## src/rtl/data_mem_ctrl.sv

```systemverilog
// data_mem_ctrl: byte-addressed load/store front end for a word-wide data RAM.
// Optional macro DMC_SUBWORD_EN enables byte/halfword loads (extract + extend) and stores (read-modify-write).
module data_mem_ctrl #(
  parameter int TAM_POSICIONES = 1024,
  parameter int TAM_PALABRA    = 32
) (
  input  logic                              CLK,
  input  logic                              RESET_N,
  input  logic                              REQ,
  input  logic                              WE,
  input  logic [1:0]                        SIZE,
  input  logic                              UNSIGNED_LD,
  input  logic [31:0]                       ADDR,
  input  logic [TAM_PALABRA-1:0]            WDATA,
  output logic [TAM_PALABRA-1:0]            RDATA,
  output logic                              READY,
  output logic                              ERR,
  output logic                              BUSY,
  output logic                              MEM_WRITE,
  output logic                              MEM_READ,
  output logic [$clog2(TAM_POSICIONES)-1:0] MEM_ADDRESS,
  output logic [TAM_PALABRA-1:0]            MEM_WDATA,
  input  logic [TAM_PALABRA-1:0]            MEM_RDATA
);

  localparam int AW = $clog2(TAM_POSICIONES);

  // Handshake: REQ and its fields are sampled only in IDLE (BUSY=0). Every accepted
  // request yields exactly one READY pulse, with ERR=1 if it was rejected; REQ seen
  // while BUSY=1 is dropped, never queued.
  typedef enum logic [1:0] {
    IDLE = 2'd0,
    RD   = 2'd1,
    WR   = 2'd2,
    DONE = 2'd3
  } state_t;

  state_t                 state_q;
  logic [TAM_PALABRA-1:0] rdata_q;
  logic                   ready_q;
  logic                   err_q;
  logic                   mem_write_q;
  logic                   mem_read_q;
  logic [AW-1:0]          mem_address_q;
  logic [TAM_PALABRA-1:0] mem_wdata_q;
  logic                   req_ok;

  // Only the word-index bits of ADDR matter; the rest wrap modulo RAM size.
  logic unused_addr;
  assign unused_addr = ^ADDR[31:AW+2];

  always_comb begin
    req_ok = 1'b0;
    case (SIZE)
`ifdef DMC_SUBWORD_EN
      2'b00:   req_ok = 1'b1;
      2'b01:   req_ok = ~ADDR[0];
`endif
      2'b10:   req_ok = (ADDR[1:0] == 2'b00);
      default: req_ok = 1'b0;
    endcase
  end

`ifdef DMC_SUBWORD_EN
  logic                   we_q;
  logic [1:0]             size_q;
  logic                   uns_q;
  logic [1:0]             off_q;
  logic [15:0]            wdata_q;
  logic [7:0]             lane_b;
  logic [15:0]            lane_h;
  logic [TAM_PALABRA-1:0] load_ext;
  logic [TAM_PALABRA-1:0] merge_word;

  // Extraction and merge both work on the word arriving from the RAM in the RD cycle.
  always_comb begin
    lane_b = MEM_RDATA[{off_q, 3'b000} +: 8];
    lane_h = off_q[1] ? MEM_RDATA[31:16] : MEM_RDATA[15:0];
    case (size_q)
      2'b00:   load_ext = {{24{~uns_q & lane_b[7]}}, lane_b};
      2'b01:   load_ext = {{16{~uns_q & lane_h[15]}}, lane_h};
      default: load_ext = MEM_RDATA;
    endcase
    merge_word = MEM_RDATA;
    if (size_q == 2'b00) begin
      merge_word[{off_q, 3'b000} +: 8] = wdata_q[7:0];
    end else begin
      merge_word[{off_q[1], 4'b0000} +: 16] = wdata_q;
    end
  end
`else
  logic unused_uns;
  assign unused_uns = UNSIGNED_LD;
`endif

  always_ff @(posedge CLK or negedge RESET_N) begin
    if (!RESET_N) begin
      state_q       <= IDLE;
      rdata_q       <= '0;
      ready_q       <= 1'b0;
      err_q         <= 1'b0;
      mem_write_q   <= 1'b0;
      mem_read_q    <= 1'b0;
      mem_address_q <= '0;
      mem_wdata_q   <= '0;
`ifdef DMC_SUBWORD_EN
      we_q          <= 1'b0;
      size_q        <= 2'b00;
      uns_q         <= 1'b0;
      off_q         <= 2'b00;
      wdata_q       <= '0;
`endif
    end else begin
      ready_q     <= 1'b0;
      err_q       <= 1'b0;
      mem_write_q <= 1'b0;
      mem_read_q  <= 1'b0;
      case (state_q)
        IDLE: begin
          if (REQ) begin
`ifdef DMC_SUBWORD_EN
            we_q    <= WE;
            size_q  <= SIZE;
            uns_q   <= UNSIGNED_LD;
            off_q   <= ADDR[1:0];
            wdata_q <= WDATA[15:0];
`endif
            if (!req_ok) begin
              state_q <= DONE;
              ready_q <= 1'b1;
              err_q   <= 1'b1;
            end else if (WE && (SIZE == 2'b10)) begin
              state_q       <= WR;
              mem_address_q <= ADDR[AW+1:2];
              mem_write_q   <= 1'b1;
              mem_wdata_q   <= WDATA;
            end else begin
              state_q       <= RD;
              mem_address_q <= ADDR[AW+1:2];
              mem_read_q    <= 1'b1;
            end
          end
        end
        RD: begin
`ifdef DMC_SUBWORD_EN
          if (we_q) begin
            state_q     <= WR;
            mem_write_q <= 1'b1;
            mem_wdata_q <= merge_word;
          end else begin
            state_q <= DONE;
            ready_q <= 1'b1;
            rdata_q <= load_ext;
          end
`else
          state_q <= DONE;
          ready_q <= 1'b1;
          rdata_q <= MEM_RDATA;
`endif
        end
        WR: begin
          state_q <= DONE;
          ready_q <= 1'b1;
        end
        DONE:    state_q <= IDLE;
        default: state_q <= IDLE;
      endcase
    end
  end

  assign RDATA       = rdata_q;
  assign READY       = ready_q;
  assign ERR         = err_q;
  assign BUSY        = (state_q != IDLE);
  assign MEM_WRITE   = mem_write_q;
  assign MEM_READ    = mem_read_q;
  assign MEM_ADDRESS = mem_address_q;
  assign MEM_WDATA   = mem_wdata_q;

endmodule

```

## config.mk

```make
export PLATFORM = sky130hd
export DESIGN_NAME = data_mem_ctrl
export DESIGN_NICKNAME = d
export VERILOG_FILES = /design/src/rtl/data_mem_ctrl.sv
export SDC_FILE = /design/constraint.sdc
export NUM_CORES = 1
export LEC_CHECK = 0
export ABC_AREA = 1
export CAP_MARGIN = 20
export CORE_MARGIN = 1
export CORE_UTILIZATION = 35
export DETAILED_ROUTE_END_ITERATION = 10
export GPL_ROUTABILITY_DRIVEN = 0
export HOLD_SLACK_MARGIN = 0.08
export PLACE_DENSITY = 0.75
export SLEW_MARGIN = 25
export SYNTH_ARGS = -nofsm -noshare
export SYNTH_HDL_FRONTEND = slang
export SYNTH_SLANG_ARGS = --single-unit
```

## constraint.sdc

```tcl
create_clock -name CLK -period 2.5 [get_ports CLK]
set_input_delay 0.25 -clock CLK [delete_from_list [all_inputs] [get_ports CLK]]
set_output_delay 0.25 -clock CLK [all_outputs]
set_load 0.02 [all_outputs]
```

[Yosys cells after proc, flatten, opt, wreduce, memory -nomap -nowiden]
Cells that the tools add are included.
Word-level totals
  input port bits: 103
  logic and storage cells: 37
  output and inout bits: 79
  bits in registers: 80
Cells by class
  reduce and logical (&&, ||, !) cells: 7
  equality and inequality tests: 5
  mux-type cells: 17
Operators by type and width (count)
  1-bit two-way mux: 12
  2-bit == test, second input constant: 3
  2-bit two-way mux: 3
  2-bit one-hot mux with 3 select lines: 1
  2-bit zero test: 2
  4-bit AND reduction: 1
  3-bit AND reduction: 1
  2-bit by 1-bit == test with 1-bit output, second input constant: 1
  2-bit inequality test, second input constant: 1
  1-bit one-hot mux with 2 select lines: 1
  2-bit nonzero test: 1
  2-bit OR reduction: 1
  1-bit logical AND: 1

[Logic depth before layout (Yosys ltp)]
Gate-level depths: netlist (run 1).
  depth in word-level cells: 6
  gate-level depth with buffers: 8
  gate-level depth less buffers: 7

[Worst setup path before layout (run 1)]
No wires, ideal clock.
  path kind: register -> register
  start: register state_q[1]
  end: register rdata_q[10] (netlist: RDATA[10])
  data required time: 2375 ps
  buffers on the path: 2
  period minus slack after synthesis: 1412 ps
  setup time: 125 ps
  cell stages (with the launch flop): 6
  slack: 1088 ps
  data arrival time: 1287 ps
  cell sequence: dfrtp_1 -> inv_1 -> ha_1 -> clkbuf_1 -> buf_4 -> mux2_2
On the way
  longest elaborated chain between the ends: 1
Ends and longest elaborated chain
  start, declared: line 38  | state_t state_q;
  start signal, assigned: line 98  | state_q <= IDLE;
  start signal, assigned: line 129  | state_q <= DONE;
  start signal, assigned: line 133  | state_q <= WR;
  2-bit by 1-bit == test with 1-bit output: line 118  | case (state_q)
  end signal, assigned: line 99  | rdata_q <= '0;
  end signal, assigned: line 158  | rdata_q <= MEM_RDATA;
  end, declared: line 39  | logic [TAM_PALABRA-1:0] rdata_q;
Every way passes these cells.
A chain may end at the register's enable or synchronous reset.

[Worst setup path in the final report (run 1)]
  start: register state_q[0]
  end: output port BUSY
On the way
  longest elaborated chain between the ends: 1
Ends and longest elaborated chain
  2-bit nonzero test: line 174  | assign BUSY = (state_q != IDLE);
  end, declared: line 18  | output logic BUSY,
Every way passes these cells.

==> parameters.txt, run 1 <==
Parameter                              Value

Floorplanning
  Width of the die    a little under 100 um
  Row cnt    34
  Starting density of the core    0.363
  Full die area    ~9500 um2
  # IOs    182
  Placeable Area    8760 um2
  Die Y-Extent    between 90 and 100 um

Logic synthesis
  Top area cells in the synthesized netlist    sky130_fd_sc_hd__dfrtp_1 63%, sky130_fd_sc_hd__nand2_1 14%, sky130_fd_sc_hd__mux2_2 11%
  Post-Syn Nets    between 300 and 400
  Syn avg cell area    approximately 11 um2
  Register area share after synthesis    0.629
  Post-synthesis instance total    between 200 and 300
  Post-synth top cells    121 x sky130_fd_sc_hd__nand2_1, 80 x sky130_fd_sc_hd__dfrtp_1, 30 x sky130_fd_sc_hd__mux2_2, 13 x sky130_fd_sc_hd__inv_1, 11 x sky130_fd_sc_hd__nand3_1
  Count of flip-flops with a built-in enable after synthesis    0
  Count of warnings emitted by yosys    0
  Synth async-reset ratio    1.00
  Dominant synthesized flop cell    sky130_fd_sc_hd__dfrtp_1
  Proportion of netlist area held by the largest area contributor    0.629
  Netlist area before placement    approximately 3200 um2
  Unique cell type count in the Yosys netlist    19
  Most used standard cell by instance count after synthesis    sky130_fd_sc_hd__nand2_1
  Total of flip-flops plus latches after synthesis    80
  Dominant cell type by area after synthesis    sky130_fd_sc_hd__dfrtp_1

Timing
  Slew headroom    0.534
  Slew at the pin closest to its max-slew limit    approximately 700 ps
  Min cycle time layout    between 1500 and 2000 ps
  Final Skew    7.16 ps
  Post-Route Setup TNS    0 ps
  Share of the cycle needed by the critical path after routing    0.789
  RSZ-0062 raised after global routing    false
  Final count of pins violating max slew    0
  Final Hold Vio Count    0
  Number of setup violations in the final report    0
  Peak clock frequency supported by timing    just over 0.5 GHz

Critical path
  Capturing element type of the critical path    primary output
  Data arrival time at the worst-slack endpoint    ~1700 ps
  Worst Path Class, Setup    register to primary output
  Depth of the worst register-to-register path    7
  Critical Path Source Type    register
  WP data required    between 2000 and 2500 ps
  Largest driver fanout on the critical path    4

Flow run
  Number of maximum-capacitance constraint violations    0

Global route
  Global-route wire length before repair    12500 um
  Via count of the first global-routing pass    roughly 2600
  Maximum number of pins on one net before global-route repair    between 80 and 90
  Number of antenna violations at the first check in global routing    0
  Remaining global-route overflow    0
  Global Route Usage Sum    0.166

Final layout
  Share of layout cells above drive strength 1    0.124
  # diodes    0
  Combined area of the multi-input logic cells    between 1000 and 1500 um2
  Number of nets in the layout    approximately 560
  Area growth, synth to finish    57.3%
  Area taken by flip-flops and latches    roughly 2000 um2
  Layout filler cell count    around 800

Clock network
  Clock Latency Late Sink    approximately 340 ps
  Post-cts repair resize count    0
  Worst-path clk slew    approximately 80 ps
  Cts bufs inserted    9
  H-tree level count    3
  CTS max path bufs    2
  Clock tree from TritonCTS    built
  Hold bufs inserted after CTS    0
  Post-CTS setup buffers    0
  Number of clock sinks seen by CTS    80
  Clock root buffer    sky130_fd_sc_hd__clkbuf_8

Outcome
  Result of the run    completed

Power
  VDD IR-drop max    364 uV
  Power consumption    roughly 5.3 mW
  Power density normalized to cell area    about 1100 nW/um2
  Leakage dissipation    2.34 nW

Routing
  Final routed DRC violation total    0
  Vias after detailed routing    roughly 2500
  Detail-routed net length per standard cell    between 10 and 15 um
  Violation count after the first detailed-routing iteration    99
  Total length of routed wires    around 7400 um
  Vias/cell    4.43
  DRT Pass-1 Iters    4
  Final antenna-violating net count    0

Placed design
  Port Buffers    160
  HPWL after DPL    roughly 5300 um

Hold path
  Hold Crit Depth    3
  Hold/Removal Path Class    primary input to register
power by group:
part	internal, mW	leakage [nW]	total (mW)	switching, mW
clock	0.350	0.0789	0.774	0.423
sequential	1.77	1.02	2.00	0.229
combinational	1.31	1.24	2.49	1.18
total	3.43	2.34	5.26	1.83
worst paths after layout:
kind                                        to      startpoint  slack (ps)
worst max-delay path                      BUSY      state_q[0]         530
worst min-delay path              MEM_WDATA[6]        WDATA[6]         430
worst max register to register   MEM_WDATA[14]      state_q[0]         610
worst min register to register  MEM_ADDRESS[1]  MEM_ADDRESS[1]         480
max in group asynchronous       MEM_ADDRESS[5]         RESET_N        1510
min in group asynchronous            RDATA[26]         RESET_N         520
flip-flops by register name, indices dropped and copies added (netlist names):
signal       cells
ERR              1
MEM_ADDRESS     10
MEM_READ         1
MEM_WDATA       32
MEM_WRITE        1
RDATA           32
READY            1
state_q          2
stage by stage:
step / util / std cells / hold WS [ps] / setup slack [ps] / instance area [um2]
4_1_cts: 0.570 / 565 / 107 / 494 / 4990
6_report: 0.571 / 566 / 433 / 527 / 5010
3_5_place_dp: 0.552 / 550 / 464 / 539 / 4840
5_1_grt: 0.571 / 566 / 413 / 351 / 5010
2_1_floorplan: - / 290 / -45.6 / 1090 / 3180
3_3_place_gp: 0.552 / 550 / 456 / 555 / 4840
cell type report:
type / instances / share of cell area
Tap cell: 108 / 0.0270
Clock buffer: 11 / 0.0262
Timing Repair Buffer: 165 / 0.328
Sequential cell: 80 / 0.400
Inverter: 13 / 0.00975
Clock inverter: 4 / 0.00450
Multi-Input combinational cell: 185 / 0.204
cell families after synthesis:
kind of cell,Yosys count,synth area share
flip-flops,80,0.629
AND/OR/NAND/NOR,145,0.186
adder cells (fa/ha/maj),4,0.0157
AO/OA/AOI/OAI,4,0.00629
multiplexers,32,0.113
buffers and inverters,25,0.0492
worst max-delay path, stage by stage (launching register included):
cell	delay, ps
sky130_fd_sc_hd__dfrtp_1	400
sky130_fd_sc_hd__inv_1	80
sky130_fd_sc_hd__ha_1	230
sky130_fd_sc_hd__inv_1	60
sky130_fd_sc_hd__clkdlybuf4s50_1	620
layer usage:
| layer | up-vias | track usage | part of all wire |
|---|---|---|---|
| li1 | 1233 | - | - |
| met1 | 1162 | 0.197 | 0.41 |
| met2 | 103 | 0.274 | 0.48 |
| met3 | 12 | 0.0712 | 0.087 |
| met4 | 0 | 0.0464 | 0.015 |
| met5 | - | 0 | 0 |
cells in the final DEF, fill, tap and decap left out, types with 2 or more instances in the layout:
| master | count |
|---|---|
| sky130_fd_sc_hd__dfrtp_1 | 80 |
| sky130_fd_sc_hd__nand3_2 | 2 |
| sky130_fd_sc_hd__a21oi_1 | 3 |
| sky130_fd_sc_hd__clkbuf_8 | 9 |
| sky130_fd_sc_hd__nand3_1 | 11 |
| sky130_fd_sc_hd__inv_1 | 13 |
| sky130_fd_sc_hd__nor2_2 | 2 |
| sky130_fd_sc_hd__mux2_1 | 2 |
| sky130_fd_sc_hd__nand2_2 | 4 |
| sky130_fd_sc_hd__clkbuf_1 | 2 |
| sky130_fd_sc_hd__mux2_2 | 30 |
| sky130_fd_sc_hd__buf_4 | 4 |
| sky130_fd_sc_hd__clkdlybuf4s50_1 | 159 |
| sky130_fd_sc_hd__nor2_1 | 4 |
| sky130_fd_sc_hd__nand2_1 | 121 |
| sky130_fd_sc_hd__clkinv_2 | 3 |
| sky130_fd_sc_hd__ha_1 | 4 |
(Power assumes the default switching activity.)
==> run 2: changes to the inputs <==
- CORE_UTILIZATION: 35 -> 34
- PLACE_DENSITY: 0.75 -> 0.76
- clock period: 2.5 -> 1.73 ns (I/O delays scaled with it)
==> parameters.txt, run 2 (same netlist as run 1, synthesis figures left out) <==
Parameter                              Value

Outcome
  Result of the run    completed

Timing
  RSZ-0062 raised after global routing    false
  Slew headroom    0.705
  Share of the cycle needed by the critical path after routing    0.936
  Slew at the pin closest to its max-slew limit    around 440 ps
  Final Skew    about 9.8 ps
  Final Hold Vio Count    0
  Number of setup violations in the final report    0
  Min cycle time layout    1620 ps
  Post-Route Setup TNS    0 ps
  Peak clock frequency supported by timing    between 0.6 and 0.7 GHz
  Final count of pins violating max slew    0

Routing
  Vias after detailed routing    between 2000 and 3000
  DRT Pass-1 Iters    5
  Total length of routed wires    roughly 7700 um
  Vias/cell    roughly 4.5
  Detail-routed net length per standard cell    approximately 13 um
  Final routed DRC violation total    0
  Final antenna-violating net count    0
  Violation count after the first detailed-routing iteration    81

Final layout
  Layout filler cell count    between 700 and 800
  # diodes    0
  Number of nets in the layout    around 560
  Share of layout cells above drive strength 1    0.134
  Commonest non-fill, non-tap cell in the layout    sky130_fd_sc_hd__clkdlybuf4s50_1
  Utilization after layout    0.572
  Area growth, synth to finish    60.0%
  Most used cells in the layout excluding fill and tap cells    158 x sky130_fd_sc_hd__clkdlybuf4s50_1, 120 x sky130_fd_sc_hd__nand2_1, 80 x sky130_fd_sc_hd__dfrtp_1, 30 x sky130_fd_sc_hd__mux2_2, 13 x sky130_fd_sc_hd__inv_1

Global route
  Maximum number of pins on one net before global-route repair    49
  Via count of the first global-routing pass    2604
  Number of antenna violations at the first check in global routing    0
  Remaining global-route overflow    0
  Global Route Usage Sum    0.162
  Global-route wire length before repair    between 10000 and 15000 um

Critical path
  Capturing element type of the critical path    primary output
  Data arrival time at the worst-slack endpoint    approximately 1500 ps
  Worst reg2reg setup slack    about 160 ps
  Largest driver fanout on the critical path    4
  Crit path capture    BUSY
  Crit path launch    state_q[0]
  WP data required    between 1500 and 2000 ps
  Critical Path Source Type    register
  Worst reg2reg startpoint    state_q[0]
  Capture instance of the worst register-to-register path    MEM_ADDRESS[0]
  Worst Path Class, Setup    register to primary output
  Depth of the worst register-to-register path    8

Floorplanning
  Width of the die    roughly 100 um
  # IOs    approximately 180
  Die Y-Extent    98.7 um
  Placeable Area    between 8000 and 9000 um2
  Row cnt    34
  Full die area    between 9000 and 10000 um2
  Starting density of the core    0.358

Power
  Power consumption    7.77 mW
  VDD IR-drop max    477 uV
  Leakage dissipation    2.37 nW
  Power density normalized to cell area    about 1500 nW/um2

Clock network
  Worst-path clk slew    around 80 ps
  H-tree level count    3
  Clock Latency Late Sink    340 ps
  Clock root buffer    sky130_fd_sc_hd__clkbuf_8
  Post-CTS setup buffers    0
  Cts bufs inserted    9
  Number of clock sinks seen by CTS    80
  CTS max path bufs    2
  Clock tree from TritonCTS    built

Placed design
  HPWL after DPL    around 5700 um
  Port Buffers    160

Hold path
  Hold/Removal Path Class    primary input to asynchronous set/reset pin

Flow run
  Number of maximum-capacitance constraint violations    0
-- run 2: changes by cell type in the layout (fill, tap and decap cells not counted), sizes merged --
cell           change
buf                +2
clkinvlp           +2
clkdlybuf4s15      +1
clkdlybuf4s50      -1
clkinv             -1
-- run 2: metrics by stage --
step / hold WS [ps] / worst slack (ps) / std cells / area, um2
2_1_floorplan: -123 / 318 / 290 / 3180
3_3_place_gp: 142 / 123 / 552 / 4900
3_5_place_dp: 154 / 52.1 / 552 / 4900
4_1_cts: 317 / 35.5 / 569 / 5090
5_1_grt: 322 / 2.92 / 569 / 5090
6_report: 306 / 111 / 569 / 5090
-- run 2: cell type report --
class / instances / area, um2 / area share
clock buffer: 11 / 141 / 0.0278
clock inverter: 5 / 32.5 / 0.00639
inverter: 13 / 48.8 / 0.00959
multi-input combinational: 185 / 1030 / 0.202
sequential: 80 / 2000 / 0.393
tap: 108 / 135 / 0.0265
timing repair buffer: 167 / 1700 / 0.335
-- run 2: worst min path at each step --
| stage | startpoint | endpoint | slack (ps) |
|---|---|---|---|
| after floorplan | RESET_N | ERR | -120 |
| after global placement | RESET_N | RDATA[24] | 140 |
| after detailed placement | RESET_N | RDATA[28] | 150 |
| after CTS | RESET_N | RDATA[28] | 320 |
| after global routing | RESET_N | RDATA[0] | 320 |
| final | RESET_N | RDATA[24] | 310 |
-- run 2: timing repair --
action	CTS	global route
cloned	0	0
endpoints found under the hold margin	32	0
resized for setup	1	2
endpoints found under the setup margin	1	11
hold buffers	1	0
-- run 2: metal layers --
layer  up-vias  global-route usage  share of wire
met2       105               0.263           0.47
met3         8              0.0688          0.083
met1      1185               0.197           0.43
li1       1235                   -              -
met4         0              0.0494          0.013
met5         -                   0              0
-- run 2: report_power, final --
part	internal (mW)	switching, mW	leakage (nW)
clock	0.555	0.649	0.0813
sequential	2.55	0.343	1.02
combinational	1.93	1.73	1.27
-- run 2: worst max-delay path, stage by stage, from the launching register on --
cell	delay, ps
sky130_fd_sc_hd__dfrtp_1	400
sky130_fd_sc_hd__inv_1	80
sky130_fd_sc_hd__ha_1	220
sky130_fd_sc_hd__inv_1	70
sky130_fd_sc_hd__clkdlybuf4s15_1	330
==> run 3: changes to the inputs <==
- CORE_MARGIN: 1 -> 3
==> parameters.txt, run 3 (same netlist as run 1, synthesis figures left out) <==
Parameter                              Value

Final layout
  Share of layout cells above drive strength 1    0.130
  # diodes    0
  Commonest non-fill, non-tap cell in the layout    sky130_fd_sc_hd__clkdlybuf4s50_1
  Number of nets in the layout    563
  Area growth, synth to finish    60.3%
  Finished Cell Area    around 5100 um2
  Post-Layout Cell Count    569
  Most used cells in the layout excluding fill and tap cells    158 x sky130_fd_sc_hd__clkdlybuf4s50_1, 121 x sky130_fd_sc_hd__nand2_1, 80 x sky130_fd_sc_hd__dfrtp_1, 30 x sky130_fd_sc_hd__mux2_2, 13 x sky130_fd_sc_hd__inv_1

Timing
  Post-Route Setup TNS    0 ps
  Share of the cycle needed by the critical path after routing    0.937
  Final count of pins violating max slew    0
  Slew headroom    0.686
  Hold_ws    355 ps
  Final Skew    12.1 ps
  Slew at the pin closest to its max-slew limit    around 470 ps
  Final Hold Vio Count    0
  RSZ-0062 raised after global routing    false
  Number of setup violations in the final report    0
  Min cycle time layout    around 1600 ps
  Peak clock frequency supported by timing    0.617 GHz

Global route
  Remaining global-route overflow    0
  Global-route wire length before repair    between 10000 and 15000 um
  Via count of the first global-routing pass    ~2600
  Number of antenna violations at the first check in global routing    0
  Maximum number of pins on one net before global-route repair    46
  Global Route Usage Sum    0.151

Routing
  Total length of routed wires    approximately 7900 um
  Vias/cell    4.43
  Detail-routed net length per standard cell    approximately 14 um
  Final routed DRC violation total    0
  Violation count after the first detailed-routing iteration    between 70 and 80
  Final antenna-violating net count    0
  DRT Pass-1 Iters    4
  Vias after detailed routing    approximately 2500

Floorplanning
  Width of the die    a little over 100 um
  Row cnt    34
  Full die area    10600 um2
  Starting density of the core    0.358
  Placeable Area    slightly below 9000 um2
  Die Y-Extent    103 um
  # IOs    182

Critical path
  Largest delay share family, worst path    buffers and inverters
  Highest cell delay on the worst timing path    390 ps
  Largest driver fanout on the critical path    4
  Data arrival time at the worst-slack endpoint    ~1500 ps
  Worst Path Class, Setup    register to primary output
  Capturing element type of the critical path    primary output
  Most used cell along the critical path    sky130_fd_sc_hd__inv_1
  Crit-path slowest cell    sky130_fd_sc_hd__dfrtp_1
  Critical Path Source Type    register
  Crit path buf inv count    3
  Worst reg2reg setup slack    170 ps
  Ordered cell list for the critical path    inv_1, ha_1, inv_1, dlygate4sd2_1
  WP data required    around 1600 ps

Clock network
  Number of clock sinks seen by CTS    80
  Clock root buffer    sky130_fd_sc_hd__clkbuf_8
  Cts bufs inserted    9
  Worst-path clk slew    around 80 ps
  Post-CTS setup buffers    0
  Clock tree from TritonCTS    built
  Clock Latency Late Sink    around 340 ps
  CTS max path bufs    2
  H-tree level count    3

Placed design
  Placed cell areas    4900 um2
  Port Buffers    160
  DP Cell Count    552
  HPWL after DPL    roughly 6000 um

Flow run
  Number of maximum-capacitance constraint violations    0

Power
  Leakage dissipation    between 2 and 2.5 nW
  Power density normalized to cell area    around 1500 nW/um2
  VDD IR-drop max    approximately 560 uV

Hold path
  Hold/Removal Path Class    primary input to asynchronous set/reset pin

Outcome
  Result of the run    completed
## run 3: changes by cell type in the layout (fill, tap and decap cells not counted)
cell and change:
sky130_fd_sc_hd__bufinv_16 +1, sky130_fd_sc_hd__clkbuf_1 +1, sky130_fd_sc_hd__clkbuf_8 -1, sky130_fd_sc_hd__clkdlybuf4s15_1 -1, sky130_fd_sc_hd__clkinv_2 -1, sky130_fd_sc_hd__dlygate4sd2_1 +1
sky130_fd_sc_hd__nand2_1 +1, sky130_fd_sc_hd__nand2_2 -1
## run 3: final cells by class
type	instances	area, um2
clock buffer	11	131
clock inverter	5	57.6
multi-input combinational	185	1020
fill	784	3790
sequential	80	2000
tap	108	135
inverter	13	48.8
timing repair buffer	167	1700
## run 3: worst paths after layout
path | from | to | depth (start not counted)
min in group CLK | WDATA[9] | MEM_WDATA[9] | 3
max in group asynchronous | RESET_N | RDATA[21] | 3
min | RESET_N | MEM_WDATA[29] | 2
max reg2reg | state_q[1] | MEM_WDATA[0] | 8
min reg2reg | MEM_ADDRESS[0] | MEM_ADDRESS[0] | 2
max | state_q[0] | BUSY | 4
## run 3: power breakdown
part	internal (mW)	switching [mW]	total [mW]	leakage (nW)
registers	2.55	0.337	2.89	1.02
logic	1.93	1.73	3.66	1.27
clock network	0.666	0.652	1.32	0.0856
## run 3: stage by stage
stage | worst slack (ps) | util | total power, mW
after floorplan | 318 | - | 4.80
after global placement | 204 | 0.552 | 6.54
after detailed placement | 166 | 0.552 | 6.66
after CTS | 83.0 | 0.574 | 8.00
after global routing | 12.1 | 0.574 | 8.37
final | 109 | 0.574 | 7.87
## run 3: per-layer routing
metal  global-route usage  vias to the layer above  share of wire
li1                     -                     1240              -
met5                    0                        -              0
met2                0.248                      101           0.49
met3               0.0636                        8           0.10
met4               0.0498                        0         0.0077
met1                0.180                     1173           0.40
## run 3: repair_timing
action / 4_1_cts / 5_1_grt
hold endpoints to repair: 35 / 0
hold buffers: 1 / 0
setup endpoints to repair: 1 / 0
resized for setup: 1 / 0
==> edit 1: new RTL, config.mk and constraints of run 3 <==
The 4 states of `state_t` get a one-hot encoding in 4 bits.
--- a/src/rtl/data_mem_ctrl.sv
+++ b/src/rtl/data_mem_ctrl.sv
@@ -30,7 +30,7 @@
   // while BUSY=1 is dropped, never queued.
-  typedef enum logic [1:0] {
-    IDLE = 2'd0,
-    RD   = 2'd1,
-    WR   = 2'd2,
-    DONE = 2'd3
+  typedef enum logic [3:0] {
+    IDLE = 4'b0001,
+    RD   = 4'b0010,
+    WR   = 4'b0100,
+    DONE = 4'b1000
   } state_t;
Behaviour: same outputs for any inputs over 10 cycles, from zero or initial values and one cycle with RESET_N low; not proved beyond that.
==> edit 1 against run 3 <==
  * Die area up 2.2%
  * Clock skew down 1.1 ps
  * Highest routed layer unchanged
  * Cell area increased by 2.5%
  * Wire length increased by 4.5%
  * Synthesized area rose by 2.4%
  * Global-route usage is 0.42 points higher
  * Setup slack worse by 8.1 ps
  * Largest cell class unchanged
  * Sequential cell count rose by 2
Power is not compared: it rests on default switching activity, and its combinational part moved more than twofold at a synthesized area within 25%.
==> edit 1: results (changes against run 3) <==
[grt]
grt_pass1_wl_mm = 13.9  ; was 12.4 mm
grt_pass1_vias = 2829  ; was 2629
antenna_found_initial = 0  ; unchanged
grt_max_degree = 65  ; was 46
grtUsageTotal = 0.155  ; was 0.151

[placed_design]
place_hpwl_mm = 6.12  ; was 5.98 mm
post-place-ws_ps = 5.30  ; was 166 ps
dp_cells = 632  ; was 552
place_area_um2 = 5010  ; was 4900 µm²
numPortBuffers = 160  ; unchanged

[timing]
worst_slew_pin_slew_ps = 500  ; was 472 ps
worst_hold_slack_ps = 359  ; was 355 ps
fin_skew_ps = 11.0  ; was 12.1 ps
period_needed_ps = 1630  ; was 1620 ps

[power_and_ir_drop]
pwr-share-comb = 0.242
switching_power_mw = 1.36
peakVddDrop_uv = 498
switching_share = 0.281

[synthesis]
synthTopCellsByCount = nand2_1 (128), dfrtp_1 (81), inv_1 (38), nand3_1 (35), o21ai_0 (33)  ; was nand2_1 (121), dfrtp_1 (80), mux2_2 (30), inv_1 (13), nand3_1 (11)
ys.flop_type = dfrtp_1  ; unchanged
syn_inst = 352  ; was 290
synth_fp_nets = 455  ; was 397
synth_compound_area_frac = 0.0507  ; was 0.00629
ys_seq_area_frac = 0.630  ; was 0.629
ys_warn_count = 0  ; unchanged
synth-xor-area-share = 0  ; unchanged
synthAdderAreaFrac = 0  ; was 0.0157
synth.mux.area_fraction = 0  ; was 0.113
synth_area_leaders = dfrtp_1 (62%), nand2_1 (15%), nand3_1 (5.4%)  ; was dfrtp_1 (63%), nand2_1 (14%), mux2_2 (11%)

[critical_path]
cpPeakStageDelay_ps = 550  ; was 390 ps
crit_family = flip-flops  ; was buffers and inverters
r2r_end = MEM_WDATA[11]$_DFFE_PN0P_  ; was MEM_WDATA[0]$_DFFE_PN0P_
r2r-start = state_q[0]$_DFFE_PN1P_  ; was state_q[1]$_DFFE_PN0P_
crit_fanout = 3  ; was 4
cp_slowest_cell = dfstp_2  ; was dfrtp_1
worst-r2r-setup-slack_ps = 260  ; was 170 ps
r2r_cells = 7  ; was 8

[floorplan]
dieArea_um2 = 10800  ; was 10600 µm²

[clock_tree]
post-cts-setup-buffers = 0  ; unchanged
root_buffer = clkbuf_8  ; unchanged
htreeDepth = 3  ; unchanged
clk_pin_slew_ps = 80  ; about the same
cts_buffers = 9  ; unchanged

[drt]
drt-wirelength-per-cell_um = 12.7  ; was 13.9 µm
wl_mm = 8.26  ; was 7.90 mm
via_per_inst = 4.36  ; was 4.43
drtPass1Iterations = 4  ; unchanged
drtIter0Drc = 118  ; was 74

[hold_path]
hp-class = in -> async  ; unchanged

[run_status]
status = finished clean  ; unchanged

[layout]
drive_above_1_share = 0.0692  ; was 0.130
fillers = 845  ; was 784
nNetsFinal = 618  ; was 563

[edit 1: cell count changes after synthesis, moves of 3 or more]
cell,change
mux2_2,-30
a21oi_1,-3
ha_1,-4
nand2_1,+7
buf_4,+3
o21ai_0,+32
nand3_1,+24
inv_1,+25
[edit 1: routing by layer]
metal,routed length [µm],vias up,global-route usage,share of wire
met1,3640,1304,0.201,0.44
met2,3920,100,0.253,0.47
li1,-,1411,-,-
met5,0,-,0,0
met4,106,0,0.0494,0.013
met3,594,12,0.0441,0.072
[edit 1: final cells by class]
| type | count | area (µm²) | share of cell area |
|---|---|---|---|
| Multi-Input combinational cell | 215 | 952 | 0.182 |
| Clock buffer | 12 | 155 | 0.0297 |
| Clock inverter | 4 | 50.0 | 0.00957 |
| Inverter | 39 | 146 | 0.0280 |
| Tap cell | 129 | 161 | 0.0309 |
| Sequential cell | 82 | 2050 | 0.393 |
| Timing Repair Buffer | 168 | 1710 | 0.327 |
==> edit 2: new RTL, config.mk and constraints of run 3 <==
Without the edit above. The parameter `TAM_POSICIONES` goes from 1024 to 512.
--- a/src/rtl/data_mem_ctrl.sv
+++ b/src/rtl/data_mem_ctrl.sv
@@ -3,3 +3,3 @@
 module data_mem_ctrl #(
-  parameter int TAM_POSICIONES = 1024,
+  parameter int TAM_POSICIONES = 512,
   parameter int TAM_PALABRA    = 32
Ports: changed (resized MEM_ADDRESS); port bits go from 182 to 181. No check against the original RTL was run, so the function may have changed too.
==> edit 2 against run 3 <==
  * Synthesized area fell by 1.5%
  * Sequential cell count shrank 1
  * Largest cell class unchanged
  * Sequential share of layout area rose by 0.088 points
  * Power shrank 3.2%
  * Wire length down 6.1%
  * Sequential power shrank 1%
  * Core utilization down 0.57 points
  * Via count decreased by 1.5%
  * Cell area is 1.5% lower
  * Clock power decreased by 12%
  * Setup slack got worse by 8.5 ps
==> edit 2: results (changes against run 3) <==
[timing]
fin_skew_ps = 7.55  ; was 12.1 ps
period_share = 0.942  ; was 0.937
worst_hold_slack_ps = 292  ; was 355 ps

[synthesis]
synth_area_leaders = dfrtp_1 (63%), nand2_1 (14%), mux2_2 (11%)  ; unchanged
synth_fp_nets = 393  ; was 397
ys_seq_area_frac = 0.631  ; was 0.629
synthTopCellsByCount = nand2_1 (118), dfrtp_1 (79), mux2_2 (30), inv_1 (13), nand3_1 (10)  ; was nand2_1 (121), dfrtp_1 (80), mux2_2 (30), inv_1 (13), nand3_1 (11)
avgSynthCellArea_um2 = 11.0  ; about the same

[placed_design]
numPortBuffers = 158  ; was 160
place_area_um2 = 4850  ; was 4900 µm²
place_hpwl_mm = 5.57  ; was 5.98 mm

[grt]
grtUsageTotal = 0.143  ; was 0.151
grtUsageMet2 = 0.227  ; was 0.248
met1_usage = 0.172  ; was 0.180
met3_usage = 0.0560  ; was 0.0636
grt_pass1_wl_mm = 11.6  ; was 12.4 mm
grt_max_degree = 49  ; was 46

[layout]
drive_above_1_share = 0.138  ; was 0.130

[power_and_ir_drop]
peakVddDrop_uv = 538  ; was 556 µV
leakage_nw = 2.34  ; was 2.38 nW
p_seq_mw = 2.85  ; was 2.89 mW
powerComb_mw = 3.60  ; was 3.66 mW
switching_share = 0.350  ; was 0.346

[run_status]
status = finished clean  ; unchanged

[drt]
wl_met2_mm = 3.30  ; was 3.83 mm
drtIter0Drc = 63  ; was 74
wl_met1_mm = 3.08  ; was 3.19 mm
wl_mm = 7.42  ; was 7.90 mm
wl_met3_um = 915  ; was 814 µm

[critical_path]
r2r-start = state_q[0]$_DFFE_PN0P_  ; was state_q[1]$_DFFE_PN0P_
r2r_end = MEM_WDATA[17]$_DFFE_PN0P_  ; was MEM_WDATA[0]$_DFFE_PN0P_

-- edit 2: final cells by class --
class	instances	area, µm²	share of cell area
tap	108	135	0.0269
clock inverter	5	35.0	0.00697
clock buffer	11	131	0.0261
multi-input combinational	182	1010	0.202
timing repair buffer	167	1690	0.335
inverter	13	48.8	0.00971
sequential	79	1980	0.393
-- edit 2: logic make-up (layout without fill, tap and decap cells) --
logic type               count (synthesis)  after routing  share of synthesized area
buffers and inverters                   25            196                     0.0455
flip-flops                              79             79                      0.631
AND/OR/NAND/NOR                        142            142                      0.186
multiplexers                            32             32                      0.115
AO/OA/AOI/OAI                            4              4                    0.00639
adder cells (fa/ha/maj)                  4              4                     0.0160
-- edit 2: what timing repair did --
action,4_1_cts,5_1_grt
gates resized for setup,1,0
endpoints found under the hold margin,31,0
setup buffers,0,0
setup endpoints to repair,1,0
hold buffers,1,0
